**src/rtl/rr_arbiter5.sv**
```systemverilog
// -----------------------------------------------------------------------------
// rr_arbiter5
//   Five-port round-robin, packet-locking arbiter driving the one-hot select of
//   the router's 5-input output switch. One requester is granted and locked
//   from head flit to tail flit; priority rotates past the released input.
//
// Ports
//   clk          system clock, rising edge
//   rst_n        asynchronous active-low reset
//   req[4:0]     per-input request, valid for the flit presented this cycle
//   tail[4:0]    per-input tail-flit marker, qualified by req
//   out_ready    downstream accepts a flit this cycle
//   Gnt[4:0]     registered one-hot grant, 0 = no grant
//   gnt_valid    |Gnt
//   gnt_id[2:0]  binary index of the granted input, 0 when gnt_valid = 0
//   timeout_err  one-cycle pulse on a forced lock release
//
// Build option
//   ARB_LOCK_TIMEOUT_EN  when defined, a lock whose granted input stops
//                        requesting for TIMEOUT_CYCLES cycles is released and
//                        timeout_err pulses; when undefined, a lock persists
//                        until the tail transfers and timeout_err is 0.
// -----------------------------------------------------------------------------
module rr_arbiter5 #(
    parameter int NUM_INPUTS     = 5,
    parameter int TIMEOUT_CYCLES = 16
) (
    input  logic                  clk,
    input  logic                  rst_n,
    input  logic [NUM_INPUTS-1:0] req,
    input  logic [NUM_INPUTS-1:0] tail,
    input  logic                  out_ready,
    output logic [NUM_INPUTS-1:0] Gnt,
    output logic                  gnt_valid,
    output logic [2:0]            gnt_id,
    output logic                  timeout_err
);

    typedef enum logic {IDLE, LOCKED} state_e;

    state_e                state_q, state_d;
    logic [NUM_INPUTS-1:0] gnt_q, gnt_d;
    logic [2:0]            id_q, id_d;
    logic [2:0]            ptr_q, ptr_d;

    logic                  gnt_active;
    logic                  xfer;
    logic                  tail_xfer;
    logic                  timeout_fire;
    logic [2:0]            ptr_after_id;
    logic [3:0]            cand;
    logic [2:0]            pick_idx;
    logic                  pick_found;

    assign gnt_active   = |(gnt_q & req);
    assign xfer         = gnt_active & out_ready;
    assign tail_xfer    = xfer & (|(gnt_q & tail));
    assign ptr_after_id = (id_q == 3'(NUM_INPUTS - 1)) ? '0 : id_q + 3'd1;

    // Cyclic search starting at ptr: first requester at or after ptr wins.
    always_comb begin
        pick_found = 1'b0;
        pick_idx   = '0;
        cand       = '0;
        for (int unsigned i = 0; i < NUM_INPUTS; i++) begin
            cand = {1'b0, ptr_q} + 4'(i);
            if (cand >= 4'(NUM_INPUTS)) begin
                cand = cand - 4'(NUM_INPUTS);
            end
            if (!pick_found && req[cand[2:0]]) begin
                pick_found = 1'b1;
                pick_idx   = cand[2:0];
            end
        end
    end

    always_comb begin
        state_d = state_q;
        gnt_d   = gnt_q;
        id_d    = id_q;
        ptr_d   = ptr_q;
        case (state_q)
            IDLE: begin
                gnt_d = '0;
                id_d  = '0;
                if (pick_found) begin
                    gnt_d[pick_idx] = 1'b1;
                    id_d            = pick_idx;
                    state_d         = LOCKED;
                end
            end
            LOCKED: begin
                // Release leaves one bubble cycle in IDLE before re-arbitration.
                if (tail_xfer || timeout_fire) begin
                    gnt_d   = '0;
                    id_d    = '0;
                    ptr_d   = ptr_after_id;
                    state_d = IDLE;
                end
            end
            default: begin
                gnt_d   = '0;
                id_d    = '0;
                state_d = IDLE;
            end
        endcase
    end

    always_ff @(posedge clk or negedge rst_n) begin
        if (!rst_n) begin
            state_q <= IDLE;
            gnt_q   <= '0;
            id_q    <= '0;
            ptr_q   <= '0;
        end else begin
            state_q <= state_d;
            gnt_q   <= gnt_d;
            id_q    <= id_d;
            ptr_q   <= ptr_d;
        end
    end

`ifdef ARB_LOCK_TIMEOUT_EN
    logic [7:0] idle_cnt_q, idle_cnt_d;
    logic       terr_q;

    // Counter value is the number of consecutive idle LOCKED cycles before this one.
    assign timeout_fire = (state_q == LOCKED) && !gnt_active &&
                          (idle_cnt_q == 8'(TIMEOUT_CYCLES - 1));

    always_comb begin
        idle_cnt_d = idle_cnt_q + 8'd1;
        if ((state_q != LOCKED) || gnt_active) begin
            idle_cnt_d = '0;
        end
    end

    always_ff @(posedge clk or negedge rst_n) begin
        if (!rst_n) begin
            idle_cnt_q <= '0;
            terr_q     <= 1'b0;
        end else begin
            idle_cnt_q <= idle_cnt_d;
            terr_q     <= timeout_fire;
        end
    end

    assign timeout_err = terr_q;
`else
    assign timeout_fire = 1'b0;
    assign timeout_err  = 1'b0;
`endif

    assign Gnt       = gnt_q;
    assign gnt_valid = |gnt_q;
    assign gnt_id    = id_q;

    a_gnt_onehot0: assert property (@(posedge clk) disable iff (!rst_n) $onehot0(gnt_q));
    a_timeout_range: assert property (@(posedge clk)
        (TIMEOUT_CYCLES >= 2) && (TIMEOUT_CYCLES <= 255));

endmodule
```
**config.mk**
```make
export PLATFORM = sky130hd
export DESIGN_NAME = rr_arbiter5
export DESIGN_NICKNAME = d
export VERILOG_FILES = /design/src/rtl/rr_arbiter5.sv
export SDC_FILE = /design/constraint.sdc
export NUM_CORES = 1
export LEC_CHECK = 0
export BUFFER_PORTS_ARGS = -buffer_cell sky130_fd_sc_hd__clkbuf_2
export CAP_MARGIN = 10
export CORE_MARGIN = 2
export CORE_UTILIZATION = 50
export DETAILED_ROUTE_END_ITERATION = 7
export HOLD_SLACK_MARGIN = 0.1
export PLACE_DENSITY = 0.75
export SLEW_MARGIN = 25
export SYNTH_ARGS = -nofsm -noshare
export SYNTH_HDL_FRONTEND = slang
export SYNTH_SLANG_ARGS = --single-unit
```
**constraint.sdc**
```tcl
create_clock -name clk -period 7.3 [get_ports clk]
set_input_delay 0.73 -clock clk [delete_from_list [all_inputs] [get_ports clk]]
set_output_delay 0.73 -clock clk [all_outputs]
set_load 0.05 [all_outputs]
```
==> results.md, run 1 <==
* Final ANT Viol Nets at 0
* Post-layout minimum cycle time at 4.108 ns
* Top-area cell type share of the netlist area at 18.81%
* GRT Resource Usage Total at 24.20%
* Fill count at 306
* Asr flop ratio synth at 100.0%
* Core area at 3053 µm²
* Worst-path clk slew at 0.07 ns
* Ports at 23
* Final Hold Vio Count at 0
* Worst Tran Pin Value at 0.8335 ns
* Bufs and invs on worst path at 2
* Clock Latency Late Sink at 0.27 ns
* Syn-to-layout area delta at 8.699%
* Worst Setup End Kind: register
* Flop2flop setup slack at 3.19 ns
* Post_cts resized at 0
* Die height at 60.51 µm
* Nets@finish at 225
* Startpoint Class: register
* Global-route wire length before repair at 6617 µm
* Crit Path Category: reg2reg
* Starting Density at 52.30%
* CP required at 7.46 ns
* Tcrit/Tclk final at 56.28%
* Cells after Synth at 182
* # rows at 20
* Worst clock skew at 0.002835 ns
* WL/cell at 17.11 µm
* RR Endpoint: Gnt[2]$_DFFE_PN0P_
* CTS HTree Levels at 1
* DRC Markers at 0
* RD Place Congestion at 1.043
* DRT Pass-1 Iters at 4
* Slowest-stage cell, CP: dfrtp_1
* CTS Buf Count at 3
* Root buffer cell: clkbuf_4
* R2R Path Start: ptr_q[0]$_DFFE_PN0P_
* Port bufs at 21
* DP HPWL at 3216 µm
* Total wire length at 4157 µm
* CTS Hold Bufs at 0
* Post-CTS Setup Bufs at 0
* Final max-slew violation count at 0
* CP max FO at 23
* CP max stage delay at 0.82 ns
* Worst slew margin at 43.93%
* Initial antenna violation count at 0
* CTS Sinks at 12
* CP Cell Sequence: inv_1 > ha_1 > inv_1 > fa_1 > o21ba_1 > nor2_1 > and2_1 > o311ai_4 > o31ai_1 > or3_4 > nand3b_1 > and3b_4 > a22o_1
* Max_cap viols at 0
* Fmax at 243.4 MHz
* Synth Flop Type: dfrtp_1
* Mapped cell area at 1597 µm²
* Cell variety after synth at 61
* Detailed-route via count at 1,537
* Synth area leader: dfrtp_1
* Syn_nets at 206
* Mapped Avg Cell Area at 8.772 µm²
* Post-synth EDFFs at 0
* Endpoints failing setup at 0
* Share of cells above drive strength 1 at 23.12%
* Largest cells by area after synthesis: dfrtp_1 (19%), ha_1 (7.8%), mux2i_1 (5.6%), a21oi_1 (2.8%), mux2_2 (2.8%)
* Cell mode on critical path: inv_1
* Reg2Reg Depth at 13
* Drt via density at 6.325
* Register area share after synthesis at 18.81%
* CTS tree: built
* Die ar. at 3661 µm²
* Vias in the first global route at 1,405
* Setup TNS Final at 0 ns
* Hold Crit Class: in2async
* CP delay by family, top: simple AND/OR/NAND/NOR gates
* Worst path arrival time at 4.27 ns
* Clock Path Buffers at 2
* RSZ-0062 raised after global routing: false
* Die Wd at 60.51 µm
* Diode count at 0
* Synth warn at 0
* Starting DRT DRC Count at 87
* Largest net degree at the start of global routing at 24
* Seq cells post-synth at 12
* Outcome: finished, final reports clean
* GRT overflow at 0
Yosys cell counts, types with 2 or more instances:
cell	number
nand2b_1	2
nand3b_1	3
dfrtp_1	12
nand2_1	11
o22ai_1	2
o31ai_2	2
nand3_1	6
nor4_4	2
clkbuf_1	2
and3b_4	2
a31o_2	2
nor2b_1	7
a21boi_2	2
buf_4	2
a22o_1	3
o21ai_0	8
nor3b_1	3
a21o_1	4
buf_2	2
a21oi_1	9
ha_1	10
inv_1	8
o31ai_1	2
xnor2_1	4
mux2i_1	9
o21a_1	3
a211o_1	2
nor2_1	11
o22a_1	2
a22oi_1	3
a222oi_1	2
a211oi_1	4
nor3_1	5
mux2_2	4
cell usage in the layout, fill, tap and decap left out, drive strengths merged, types with 3 or more instances in the layout:
cell / instances
a22oi: 3
a21boi: 3
o31ai: 4
ha: 10
nor4: 3
clkbuf: 24
dfrtp: 12
nand2: 11
nor2b: 7
nor3: 5
mux2i: 9
inv: 9
mux2: 4
xnor2: 4
a211oi: 4
and3b: 3
o21a: 3
a21o: 4
a22o: 3
a21oi: 9
nand3b: 3
nand3: 6
o21ai: 9
nor3b: 3
nor2: 11
cell families after synthesis:
kind of cell | Yosys count | synth area share [%]
buffers and inverters | 16 | 4.859
other | 1 | 0.2349
and+or+nand+nor | 61 | 23.51
DFF | 12 | 18.81
xor gates and xnor gates | 4 | 2.194
adders and majority gates | 11 | 9.091
muxes | 14 | 9.875
AOI/OAI and AO/OA | 63 | 31.43
flip-flops by register name, summed over array words and instances, names as in the netlist:
name     cells
state_q      1
gnt_id       3
ptr_q        3
Gnt          5
layer usage:
layer | track usage [%] | up-vias | part of all wire (%)
met5 | 0 | - | 0
li1 | - | 731 | -
met4 | 12.42 | 0 | 2.6
met3 | 2.132 | 12 | 5.4
met1 | 32.85 | 743 | 43
met2 | 38.66 | 51 | 49
layout make-up:
| cell class | count | area [µm²] | share of cell area (%) |
|---|---|---|---|
| timing repair buffer | 21 | 105.1 | 6.056 |
| multi-input combinational | 154 | 1219 | 70.22 |
| sequential | 12 | 300.3 | 17.30 |
| clock buffer | 3 | 22.52 | 1.298 |
| tap | 44 | 55.05 | 3.172 |
| inverter | 9 | 33.78 | 1.947 |
how the worst max path moves through the flow:
stage | from | endpoint | slack, ns | cells after the start
after floorplan | ptr_q[0]$_DFFE_PN0P_ | Gnt[2]$_DFFE_PN0P_ | 3.94 | 12
final | ptr_q[0]$_DFFE_PN0P_ | Gnt[2]$_DFFE_PN0P_ | 3.19 | 13
after global placement | ptr_q[0]$_DFFE_PN0P_ | Gnt[3]$_DFFE_PN0P_ | 3.33 | 13
after detailed placement | ptr_q[0]$_DFFE_PN0P_ | Gnt[2]$_DFFE_PN0P_ | 3.24 | 13
after CTS | ptr_q[0]$_DFFE_PN0P_ | Gnt[2]$_DFFE_PN0P_ | 3.21 | 13
after global routing | ptr_q[0]$_DFFE_PN0P_ | Gnt[0]$_DFFE_PN0P_ | 2.93 | 11
metrics by stage:
step / instances / hold WS [ns] / utilization [%] / setup slack, ns / area (µm²)
2_1_floorplan: 182 / 0.4344 / - / 3.942 / 1597
3_3_place_gp: 240 / 0.5388 / 56.11 / 3.328 / 1713
3_5_place_dp: 240 / 0.5472 / 56.11 / 3.236 / 1713
4_1_cts: 243 / 0.3273 / 56.84 / 3.210 / 1735
5_1_grt: 243 / 0.3543 / 56.84 / 2.929 / 1735
6_report: 243 / 0.3253 / 56.84 / 3.192 / 1735
Power of run 1 is not shown: default switching activity piles up to over one toggle a cycle in this logic, so the estimate is an artifact.
==> run 2: changes to the inputs <==
--- a/config.mk
+++ b/config.mk
@@ -5,13 +5,14 @@
 export SDC_FILE = /design/constraint.sdc
 export NUM_CORES = 1
 export LEC_CHECK = 0
+export ABC_AREA = 1
 export BUFFER_PORTS_ARGS = -buffer_cell sky130_fd_sc_hd__clkbuf_2
 export CAP_MARGIN = 10
 export CORE_MARGIN = 2
 export CORE_UTILIZATION = 50
 export DETAILED_ROUTE_END_ITERATION = 7
 export HOLD_SLACK_MARGIN = 0.1
-export PLACE_DENSITY = 0.75
+export PLACE_DENSITY = 0.78
 export SLEW_MARGIN = 25
 export SYNTH_ARGS = -nofsm -noshare
 export SYNTH_HDL_FRONTEND = slang
==> constraint.sdc (replaced) <==
create_clock -name clk -period 3.5 [get_ports clk]
set_input_delay 0.35 -clock clk [delete_from_list [all_inputs] [get_ports clk]]
set_output_delay 0.35 -clock clk [all_outputs]
set_load 0.05 [all_outputs]
==> run 2 against run 1 <==
Final cell count is 21% higher. Cell area is 0.94% lower. Synthesized cell count is 30% higher. Sequential share of layout area is 0.16 points higher. Routed wire length is 11% lower. Global-route usage is 1.3 points lower. Register-to-register slack worse by 2.4 ns. Critical endpoint is now Gnt[0]$_DFFE_PN0P_.
==> results.md, run 2 <==
* Drt via density at 5.486 (-13%)
* Most frequent cells in the layout: nand2_1 (68), nand3_1 (35), inv_1 (24)
* Seq cells post-synth at 12 (unchanged)
* Final Hold Vio Count at 0 (unchanged)
* CTS tree: built
* Worst-path clk slew at 0.08 ns (about the same)
* Endpoints failing setup at 0 (unchanged)
* Post-synth EDFFs at 0 (unchanged)
* Worst clock skew at 0.004680 ns (+0.001845 ns)
* Synth Area in Compound Gates at 12.98% (-18 points)
* Final Core Density at 57.25% (+0.41 points)
* Die Wd at 59.55 µm (-1.6%)
* CTS Buf Count at 3 (unchanged)
* Die ar. at 3546 µm² (-3.1%)
* Mapped Avg Cell Area at 6.509 µm² (-26%)
* DRC Markers at 0 (unchanged)
* Max_cap viols at 0 (unchanged)
* Register area share after synthesis at 19.46% (+0.66 points)
* Final ANT Viol Nets at 0 (unchanged)
* Multiplexer area fraction after synthesis at 0% (-9.9 points)
* Diode count at 0 (unchanged)
* CP max stage delay at 0.48 ns (-0.34 ns)
* Synth area leader: dfrtp_1
* Reg2Reg Depth at 16 (+3)
* Initial antenna violation count at 0 (unchanged)
* Fmax at 363.4 MHz (+49%)
* Ports at 23 (unchanged)
* Worst hold slack at 0.4886 ns (+0.1633 ns)
* # rows at 20 (unchanged)
* Worst Setup End Kind: register
* Starting DRT DRC Count at 86 (-1.1%)
* RR Endpoint: Gnt[0]$_DFFE_PN0P_
* Synth Flop Type: dfrtp_1
* Post-synthesis xor/xnor area fraction at 1.622% (-0.57 points)
* Post-route cell area at 1719 µm² (-0.94%)
* Mapped cell area at 1543 µm² (-3.4%)
* Hold Crit Class: in2async
* Synth cell count leaders: nand2_1 (68), nand3_1 (35), inv_1 (24)
* RD Place Congestion at 0.8948 (-14%)
* Asr flop ratio synth at 100.0% (unchanged)
* Main combinational cell family by area after synthesis: simple AND/OR/NAND/NOR gates
* Core area at 3003 µm² (-1.6%)
* Largest net degree at the start of global routing at 14 (-42%)
* Syn_nets at 261 (+27%)
* Port bufs at 21 (unchanged)
* Total wire length at 3711 µm (-11%)
* Vias in the first global route at 1,430 (+1.8%)
* Detailed-route via count at 1,613 (+4.9%)
* Met3 Usage GRT at 2.402% (+0.27 points)
* CP Cell Sequence: ha_1 > inv_1 > fa_1 > inv_1 > nand2_2 > o21ai_1 > nand3_1 > or2_0 > nand2_1 > nand4_1 > nor2_1 > nor2_2 > nand3_2 > nor2_1 > nand3_1 > nand2_1
* Post_cts resized at 0 (unchanged)
* Most numerous cell in the Yosys netlist: nand2_1
* Tcrit/Tclk final at 78.62% (+22 points)
* Cell variety after synth at 33 (-46%)
* Register area at 300.3 µm² (unchanged)
* GR Util met1 at 28.65% (-4.2 points)
* RSZ-0062 raised after global routing: false
* Post-synthesis adder-cell area fraction at 9.408% (+0.32 points)
* GRT Resource Usage Total at 22.88% (-1.3 points)
* Starting Density at 51.38% (-0.92 points)
* Gr busiest metal: met2
* Share of cells above drive strength 1 at 22.61% (-0.51 points)
* Post-Synth Simple-Gate Area at 47.28% (+24 points)
* Number of flip-flops in the largest register at 5 (unchanged)
* Nets@finish at 286 (+27%)
* Worst path arrival time at 2.92 ns (-1.35 ns)
* Area taken by multi-input logic gates at 1104 µm² (-9.4%)
* Global-route wire length before repair at 6196 µm (-6.4%)
* Largest cells by area after synthesis: dfrtp_1 (19%), nand2_1 (17%), nand3_1 (11%), ha_1 (8.1%), inv_1 (5.8%)
* DP HPWL at 3080 µm (-4.2%)
* CP required at 3.67 ns (-3.79 ns)
* Fill count at 294 (-3.9%)
* DRT Pass-1 Iters at 4 (unchanged)
* Startpoint Class: register
* Syn-to-layout area delta at 11.44%
* Synth warn at 0 (unchanged)
* Setup TNS Final at 0 ns (unchanged)
* CTS Sinks at 12 (unchanged)
* WL/cell at 12.62 µm (-26%)
* Clock Latency Late Sink at 0.27 ns (about the same)
* CP max FO at 7 (-70%)
* Most common cell after layout, fill and taps aside: nand2_1
* Top-area cell type share of the netlist area at 19.46% (+0.66 points)
* Post-layout minimum cycle time at 2.752 ns (-1.357 ns)
* Final max-slew violation count at 0 (unchanged)
* CTS HTree Levels at 1 (unchanged)
* GR Util met2 at 40.50% (+1.8 points)
* Cells after Synth at 237 (+30%)
* Flop2flop setup slack at 0.75 ns (-2.44 ns)
* Outcome: finished, final reports clean
* Slowest-stage cell, CP: dfrtp_1
* Crit Path Category: reg2reg
* Clock Path Buffers at 2 (unchanged)
* Cell Area, Placed at 1673 µm² (-2.3%)
* GRT overflow at 0 (unchanged)
* R2R Path Start: ptr_q[1]$_DFFE_PN0P_
* Die height at 59.55 µm (-1.6%)
* Root buffer cell: clkbuf_4
[run 2: cells by family (layout without fill, tap and decap cells)]
kind of cell / count (synthesis) / in the layout
and+or+nand+nor: 146 / 146
DFF: 12 / 12
AOI/OAI and AO/OA: 32 / 32
adders and majority gates: 11 / 11
buffers and inverters: 33 / 57
xor gates and xnor gates: 2 / 2
other: 1 / 1
[run 2: area by class of cell]
cell class / instances / area share [%]
timing repair buffer: 23 / 7.132
multi-input combinational: 192 / 64.19
sequential: 12 / 17.47
inverter: 30 / 6.696
tap: 33 / 2.402
clock buffer: 4 / 2.111
[run 2: worst max-delay path: cells and delay by family, from the launching register on]
family,cells,cell delay [ns]
fa+ha+maj,2,0.59
flops,1,0.48
simple gates,11,1.16
compound gates,1,0.25
buf+inv,2,0.16
[run 2: how the worst max path moves through the flow]
| stage | startpoint | endpoint | slack (ns) | cells past startpoint |
|---|---|---|---|---|
| 2_1_floorplan | ptr_q[0]$_DFFE_PN0P_ | Gnt[0]$_DFFE_PN0P_ | 0.87 | 18 |
| 3_3_place_gp | ptr_q[0]$_DFFE_PN0P_ | Gnt[0]$_DFFE_PN0P_ | 0.77 | 17 |
| 6_report | ptr_q[1]$_DFFE_PN0P_ | Gnt[0]$_DFFE_PN0P_ | 0.75 | 16 |
| 3_5_place_dp | ptr_q[1]$_DFFE_PN0P_ | Gnt[1]$_DFFE_PN0P_ | 0.78 | 14 |
| 4_1_cts | ptr_q[0]$_DFFE_PN0P_ | Gnt[0]$_DFFE_PN0P_ | 0.76 | 17 |
| 5_1_grt | ptr_q[1]$_DFFE_PN0P_ | Gnt[0]$_DFFE_PN0P_ | 0.50 | 14 |
[run 2: what timing repair did]
| item | in CTS | in global routing |
|---|---|---|
| buffers inserted | 0 | 0 |
| endpoints found under the hold margin | 12 | 0 |
| hold buffers | 1 | 0 |
| setup endpoints to repair | 0 | 0 |
[run 2: metrics by stage]
| stage | std cells | setup WS (ns) |
|---|---|---|
| 3_5_place_dp | 289 | 0.7778 |
| 3_3_place_gp | 289 | 0.7723 |
| 5_1_grt | 294 | 0.5020 |
| 4_1_cts | 294 | 0.7582 |
| 2_1_floorplan | 237 | 0.8690 |
| 6_report | 294 | 0.7485 |
[run 2: routing by layer]
metal,vias to the layer above,wire length (µm)
li1,839,-
met1,734,1685
met2,33,1821
met3,7,145
met4,0,59
met5,-,0
Power of run 2 is left out for the same reason.
==> run 3: changes to the inputs <==
--- a/config.mk
+++ b/config.mk
@@ -12,7 +12,7 @@
 export CORE_UTILIZATION = 50
 export DETAILED_ROUTE_END_ITERATION = 7
 export HOLD_SLACK_MARGIN = 0.1
-export PLACE_DENSITY = 0.78
+export PLACE_DENSITY = 0.75
 export SLEW_MARGIN = 25
 export SYNTH_ARGS = -nofsm -noshare
 export SYNTH_HDL_FRONTEND = slang
==> constraint.sdc (replaced) <==
create_clock -name clk -period 2.6 [get_ports clk]
set_input_delay 0.26 -clock clk [delete_from_list [all_inputs] [get_ports clk]]
set_output_delay 0.26 -clock clk [all_outputs]
set_load 0.05 [all_outputs]
==> run 3 against run 2 <==
First-iteration DRC count up 42%. Final cell count grew 5.4%. Worst setup slack worse by 0.70 ns. Highest routed layer unchanged.
==> results.md, run 3 (synthesis gave the netlist of run 2 again) <==
* Post-route cell area at 1969 µm² (+15%)
* CP Launch Point: ptr_q[0]$_DFFE_PN0P_
* Worst-path clk slew at 0.08 ns (about the same)
* Drt via density at 5.635 (+2.7%)
* Die Wd at 59.55 µm (unchanged)
* DRT Pass-1 Iters at 4 (unchanged)
* Root buffer cell: clkbuf_4
* Tcrit/Tclk final at 98.24% (+20 points)
* Metal1 wirelength at 1837 µm (+9.0%)
* Detailed-route via count at 1,747 (+8.3%)
* Most frequent cells in the layout: nand2_1 (63), nand3_1 (33), clkbuf_2 (21)
* Fill count at 282 (-4.1%)
* DP HPWL at 3181 µm (+3.3%)
* Worst clock skew at 0.004437 ns (-0.0002428 ns)
* Syn-to-layout area delta at 27.66%
* Hold Crit Class: in2async
* RSZ-0062 raised after global routing: true
* Worst path arrival time at 2.73 ns (-0.19 ns)
* Starting DRT DRC Count at 122 (+42%)
* Cells after DPL at 295 (+2.1%)
* Final max-slew violation count at 0 (unchanged)
* Crit Path Category: reg2reg
* R2R Path Start: ptr_q[0]$_DFFE_PN0P_
* CTS tree: built
* Port bufs at 21 (unchanged)
* Post-layout minimum cycle time at 2.554 ns (-0.1974 ns)
* Die height at 59.55 µm (unchanged)
* Initial antenna violation count at 0 (unchanged)
* Total wire length at 4227 µm (+14%)
* Routed wl met3 at 182 µm (+26%)
* Top layer in use: met4
* Nets@finish at 302 (+5.6%)
* Vias in the first global route at 1,529 (+6.9%)
* # rows at 20 (unchanged)
* Endpoints failing setup at 0 (unchanged)
* GRT overflow at 0 (unchanged)
* Diode count at 0 (unchanged)
* Outcome: finished, final reports clean
* Ports at 23 (unchanged)
* Max_cap viols at 0 (unchanged)
* Starting Density at 51.38% (unchanged)
* Worst Setup End Kind: register
* CTS HTree Levels at 1 (unchanged)
* Final Hold Vio Count at 0 (unchanged)
* Startpoint Class: register
* Area taken by multi-input logic gates at 1224 µm² (+11%)
* CP max FO at 6 (-1)
* Share of cells above drive strength 1 at 36.10% (+13 points)
* Register area at 302.8 µm² (+0.83%)
* CTS Sinks at 12 (unchanged)
* Number of flip-flops in the largest register at 5 (unchanged)
* GRT Resource Usage Total at 25.26% (+2.4 points)
* Fmax at 391.5 MHz (+7.7%)
* DRC Markers at 0 (unchanged)
* Most common cell after layout, fill and taps aside: nand2_1
* Die ar. at 3546 µm² (unchanged)
* Cell Area, Placed at 1722 µm² (+2.9%)
* CTS Buf Count at 3 (unchanged)
* Clock Path Buffers at 2 (unchanged)
* Global-route wire length before repair at 6851 µm (+11%)
* WL/cell at 13.64 µm (+8.0%)
* Final ANT Viol Nets at 0 (unchanged)
* Clock Latency Late Sink at 0.27 ns (about the same)
* WL met2 at 2130 µm (+17%)
* Largest net degree at the start of global routing at 14 (unchanged)
* Layout Cells excl Fill at 310 (+5.4%)
* RD Place Congestion at 0.9943 (+11%)
* CP required at 2.78 ns (-0.89 ns)
* Core area at 3003 µm² (unchanged)
* Final Core Density at 65.58% (+8.3 points)
[run 3: cell count changes in the layout (fill, tap and decap cells not counted), sizes merged]
cell,change
buf,+16
[run 3: final timing paths]
path / to / slack [ns] / cells after the start
worst max-delay path: Gnt[0]$_DFFE_PN0P_ / 0.05 / 17
worst min-delay path: Gnt[3]$_DFFE_PN0P_ / 0.39 / 2
worst max register to register: Gnt[0]$_DFFE_PN0P_ / 0.05 / 17
worst min register to register: Gnt[0]$_DFFE_PN0P_ / 0.53 / 2
max in group asynchronous: ptr_q[1]$_DFFE_PN0P_ / 1.96 / 2
min in group clk: state_q$_DFF_PN0_ / 0.43 / 4
[run 3: final cells by class]
class / instances / share of cell area (%)
Clock buffer: 4 / 1.842
Inverter: 30 / 5.845
Multi-Input combinational cell: 192 / 62.13
Sequential cell: 12 / 15.37
Tap cell: 33 / 2.097
Timing Repair Buffer: 39 / 12.71
[run 3: repair_timing]
| item | 4_1_cts | 5_1_grt |
|---|---|---|
| setup endpoints to repair | 4 | 9 |
| pin swaps | 8 | 22 |
| hold buffers | 1 | 0 |
| gates cloned | 0 | 0 |
| gates resized for setup | 5 | 32 |
| setup buffers | 6 | 5 |
| hold endpoints to repair | 12 | 0 |
[run 3: metal layers]
metal	GRT usage [%]	up-vias
met5	0	-
met4	9.841	0
met3	2.183	9
met2	42.23	45
met1	33.56	820
li1	-	873
[run 3: through the flow]
step	setup slack, ns	hold WS [ns]	TNS [ns]
6_report	0.04582	0.3900	0
5_1_grt	-0.1651	0.4149	-0.5419
4_1_cts	0.009615	0.3930	0
3_5_place_dp	-0.05804	0.1616	-0.1340
3_3_place_gp	-0.01799	0.1558	-0.03578
2_1_floorplan	0.007648	-0.03559	0
[run 3: worst max-delay path: stages, from the launching register on]
cell and delay, ns:
dfrtp_1 0.42, inv_4 0.08, ha_4 0.12, inv_2 0.04, fa_2 0.37, inv_2 0.09, nand2_4 0.08, o21ai_4 0.19
nand3_2 0.09, or2_0 0.23, nand2_2 0.10, nand4_1 0.16, nor2_1 0.17, nor2_2 0.06, nand3_2 0.09, nor2_2 0.05
nand3_1 0.07, nand2_1 0.05
Power of run 3 is left out for the same reason.
